[config.mk]
export PLATFORM = sky130hd
export DESIGN_NAME = mux3to1_case_reg
export DESIGN_NICKNAME = d
export VERILOG_FILES = /design/src/rtl/mux3to1_case_reg_pkg.sv /design/src/rtl/mux3to1_case_comb.sv /design/src/rtl/mux3to1_case_reg.sv
export SDC_FILE = /design/constraint.sdc
export NUM_CORES = 1
export LEC_CHECK = 0
export CORE_AREA = 2 2 39 41
export DETAILED_ROUTE_END_ITERATION = 16
export DIE_AREA = 0 0 41 43
export PLACE_DENSITY = 0.45
export SKIP_LAST_GASP = 1
export SLEW_MARGIN = 20
export SYNTH_ARGS = -nofsm -noshare
export SYNTH_HDL_FRONTEND = slang
export SYNTH_HIERARCHICAL = 1
export SYNTH_SLANG_ARGS = --single-unit
[constraint.sdc]
create_clock -name clk -period 0.9 [get_ports clk]
set_input_delay 0.27 -clock clk [delete_from_list [all_inputs] [get_ports clk]]
set_output_delay 0.27 -clock clk [all_outputs]
set_load 0.02 [all_outputs]
[src/rtl/mux3to1_case_reg_pkg.sv]
// Shared select encoding for the registered 3-to-1 multiplexer.
package mux_pkg;

  typedef logic [1:0] sel_t;

  localparam sel_t SEL_D0  = 2'b00;
  localparam sel_t SEL_D1  = 2'b01;
  localparam sel_t SEL_D2  = 2'b10;
  localparam sel_t SEL_BAD = 2'b11;

endpackage

[src/rtl/mux3to1_case_comb.sv]
// Pure combinational 3-to-1 case decoder; code 2'b11 and unknown selects yield ILLEGAL_VAL.
module mux3to1_case_comb
  import mux_pkg::*;
#(
  parameter int               WIDTH       = 3,
  parameter logic [WIDTH-1:0] ILLEGAL_VAL = '0
) (
  input  sel_t             i_s,
  input  logic [WIDTH-1:0] i_d0,
  input  logic [WIDTH-1:0] i_d1,
  input  logic [WIDTH-1:0] i_d2,
  output logic [WIDTH-1:0] o_y
);

  always_comb begin
    o_y = ILLEGAL_VAL;
    case (i_s)
      SEL_D0:  o_y = i_d0;
      SEL_D1:  o_y = i_d1;
      SEL_D2:  o_y = i_d2;
      default: o_y = ILLEGAL_VAL;
    endcase
  end

endmodule

[src/rtl/mux3to1_case_reg.sv]
// Registered 3-to-1 multiplexer with an illegal-select flag; one clock of latency,
// outputs cleared asynchronously while rst_n is low.
module mux3to1_case_reg
  import mux_pkg::*;
#(
  parameter int               WIDTH       = 3,
  parameter logic [WIDTH-1:0] ILLEGAL_VAL = '0
) (
  input  logic             clk,
  input  logic             rst_n,
  input  sel_t             s,
  input  logic [WIDTH-1:0] d0,
  input  logic [WIDTH-1:0] d1,
  input  logic [WIDTH-1:0] d2,
  output logic [WIDTH-1:0] y,
  output logic             sel_err
);

  logic [WIDTH-1:0] w_y;
  logic [WIDTH-1:0] r_y;
  logic             r_sel_err;

  mux3to1_case_comb #(
    .WIDTH       (WIDTH),
    .ILLEGAL_VAL (ILLEGAL_VAL)
  ) u_comb (
    .i_s  (s),
    .i_d0 (d0),
    .i_d1 (d1),
    .i_d2 (d2),
    .o_y  (w_y)
  );

  always_ff @(posedge clk or negedge rst_n) begin
    if (!rst_n) begin
      r_y       <= '0;
      r_sel_err <= 1'b0;
    end else begin
      r_y       <= w_y;
      r_sel_err <= (s == SEL_BAD);
    end
  end

  assign y       = r_y;
  assign sel_err = r_sel_err;

endmodule

==> run_results.csv, run 1 <==
group,metric,value,unit
run_status,outcome,"finished with violations",
run_status,violations,"negative setup slack",
placed_design,gp_congestion,0.6484,
floorplan,dieArea,0.001763,mm^2
worst_setup_path,worst_setup_path_start_kind,"flip-flop",
yosys,yosys-top-cells-count,"4 x dfrtp_1, 3 x mux2i_1, 3 x o2bb2ai_1",
run,cap_viol_max_count,0,
yosys,ys_types,5,
power,p_sw_share,22.90,%
drt,num_vias,181,
grt,grt_max_degree,6,
floorplan,pin_count,17,
power,power_frac_clock,39.4,%
drt,top_layer,"met4",
drt,firstDrtPassIters,1,
placed_design,pre_cts_slack,-0.4571,ns
sta,hold_viol,0,
sta,rsz0062_at_grt,"yes",
worst_setup_path,slowest_stage,"dfrtp_1",
drt,wl_met2,228,um
cts,cts_sinks,4,
yosys,synth_top_area_share,59.26,%
worst_setup_path,worst-path-buf-inv,1,
yosys,seq_area_frac_synth,59.26,%
floorplan,initial_core_util,12.21,%
worst_setup_path,crit_fanout,1,
power,power,559.2,uW
drt,viasPerCell,3.771,
yosys,synth_seq_cells,4,
drt,dr_wl_met3,104,um
yosys,ys_top_cells_by_area,"dfrtp_1 59%, mux2i_1 18%, o2bb2ai_1 16%",
worst_setup_path,crit_family,"flip-flops",
sta,final_max_slew_viol_count,0,
sta,max_freq,1003,MHz
sta,timing.final.crit_share,110.8,%
final_layout,design_area,395.4,um^2
sta,slew_headroom,86.41,%
worst_hold_path,hp-class,"in -> async",
yosys,synthFlopType,"dfrtp_1",
cts,ctsLongestPathBuffers,2,
placed_design,placed_area,356.6,um^2
floorplan,rows,14,
cts,cts-htree-levels,1,
sta,worst_pin_slew,0.1982,ns
drt,drcViolationCount,0,
floorplan,die_w,41,um
cts,root_buffer,"clkbuf_4",
drt,met1Wirelength,143,um
placed_design,port_buffers,16,
floorplan,coreArea,0.001384,mm^2
grt,antenna_found_initial,0,
yosys,yosys_warnings,6,
power,power_density,1414,mW/mm^2
grt,grt_pass1_vias,193,
grt,grt_pass1_wl,745,um
yosys,synthesis.nets,25,
worst_setup_path,critPathRequiredTime,0.63,ns
worst_setup_path,crit_cells,1,
sta,finalSetupViolCount,4,
grt,overflow,0,
sta,final.setup.worst_slack,-0.09728,ns
grt,grt_usage,7.847,%
cts,clk_pin_slew,0.04,ns
worst_setup_path,worstSetupPathType,"reg -> out",
yosys,synth_edf_count,0,
power,ir_drop,0.3942,mV
power,comb_power_share,24.8,%
drt,wire_per_inst,10.44,um
yosys,synth_area,168.9,um^2
final_layout,diodes,0,
final_layout,drive_above_1_share,34.38,%
yosys,yosysMostFrequentCell,"dfrtp_1",
sta,fin_hold_ws,0.2382,ns
yosys,yosys.area.top_type,"dfrtp_1",
yosys,synthCells,12,
worst_setup_path,cp_cell_sequence,"buf_6",
drt,drtIter0Drc,0,
final_layout,final_net_count,47,
power,switchingPower,128.0,uW
cts,cts.hold.buffers_added,0,
floorplan,chipHeight,43,um
worst_setup_path,critPathArrivalTime,0.73,ns
power,p_leak,0.0001839,uW
yosys,async_flop_share,100.0,%
sta,post-route-min-period,0.9973,ns
cts,cts_tree,"yes",
cts,cts_made_buffers,3,
worst_setup_path,cp-end-kind,"output pin",
power,seqPwrFrac,35.8,%
drt,routed_wl,501,um
drt,antenna_left,0,
yosys,avgSynthCellArea,14.08,um^2
final_layout,area_growth,134.1,%
power,internal-power,431.1,uW
worst_setup_path,critical-path-max-stage-delay,0.36,ns
[per-layer routing]
metal  track usage, %  vias to the layer above
met3            7.330                        4
met2            10.31                       19
met1            5.178                       73
li1                 -                       85
met5                0                        -
met4            10.00                        0
[power by group through the flow]
stage / combinational, uW / sequential [uW] / clock [uW]
CTS: 138 / 200 / 231
global route: 151 / 201 / 251
detailed placement: 133 / 200 / 0
floorplan: 19.5 / 218 / 0
finish: 139 / 200 / 220
global placement: 132 / 200 / 0
[area by class of cell]
class                      instances  area, um^2
tap                               16       20.02
clock buffer                       3       22.52
fill                             155       988.4
multi-input combinational          8       82.58
sequential                         4       100.1
timing repair buffer              17       170.2
[cell families (layout without fill, tap and decap cells)]
logic type / Yosys count / in the layout / share of synthesized area (%)
multiplexers: 3 / 3 / 17.78
buffers and inverters: 0 / 20 / 0
AO/OA/AOI/OAI: 3 / 3 / 15.56
AND/OR/NAND/NOR: 2 / 2 / 7.412
flip-flops: 4 / 4 / 59.26
[what timing repair did]
| item | CTS | global route |
|---|---|---|
| setup endpoints to repair | 7 | 8 |
| resized for setup | 27 | 4 |
| setup buffers | 0 | 0 |
[flip-flops by register name (all words and copies together) (netlist names)]
signal	flops
sel_err	1
y	3
[final timing paths]
path / end / slack (ns) / start
worst max-delay path: y[0] / -0.1 / y[0]
worst min-delay path: y[0] / 0.24 / rst_n
min in group clk: y[1] / 0.39 / s[0]
max in group asynchronous: sel_err / 0.50 / rst_n
[metrics by stage]
step / utilization [%] / TNS [ns] / std cells
4_1_cts: 28.21 / -0.4108 / 48
5_1_grt: 28.57 / -0.4767 / 48
3_5_place_dp: 25.77 / -2.562 / 45
6_report: 28.57 / -0.3720 / 48
3_3_place_gp: 25.77 / -2.417 / 45
2_1_floorplan: - / 0 / 12
[layout by cell type, fill, tap and decap left out, types with 2 or more instances in the layout]
| cell | Yosys | layout |
|---|---|---|
| clkdlybuf4s50_1 | 0 | 10 |
| o2bb2ai_1 | 3 | 2 |
| clkbuf_4 | 0 | 3 |
| buf_6 | 0 | 4 |
| mux2i_1 | 3 | 3 |
| dfrtp_1 | 4 | 4 |
(Power assumes the default switching activity.)
==> inputs of run 2 (changes only) <==
--- a/config.mk
+++ b/config.mk
@@ -6,6 +6,7 @@
 export NUM_CORES = 1
 export LEC_CHECK = 0
 export CORE_AREA = 2 2 39 41
+export CTS_BUF_LIST = sky130_fd_sc_hd__clkbuf_2 sky130_fd_sc_hd__clkbuf_4 sky130_fd_sc_hd__clkbuf_8
 export DETAILED_ROUTE_END_ITERATION = 16
 export DIE_AREA = 0 0 41 43
 export PLACE_DENSITY = 0.45
==> results of run 2 <==
Final layout, timing and power as in run 1 (identical DEF).
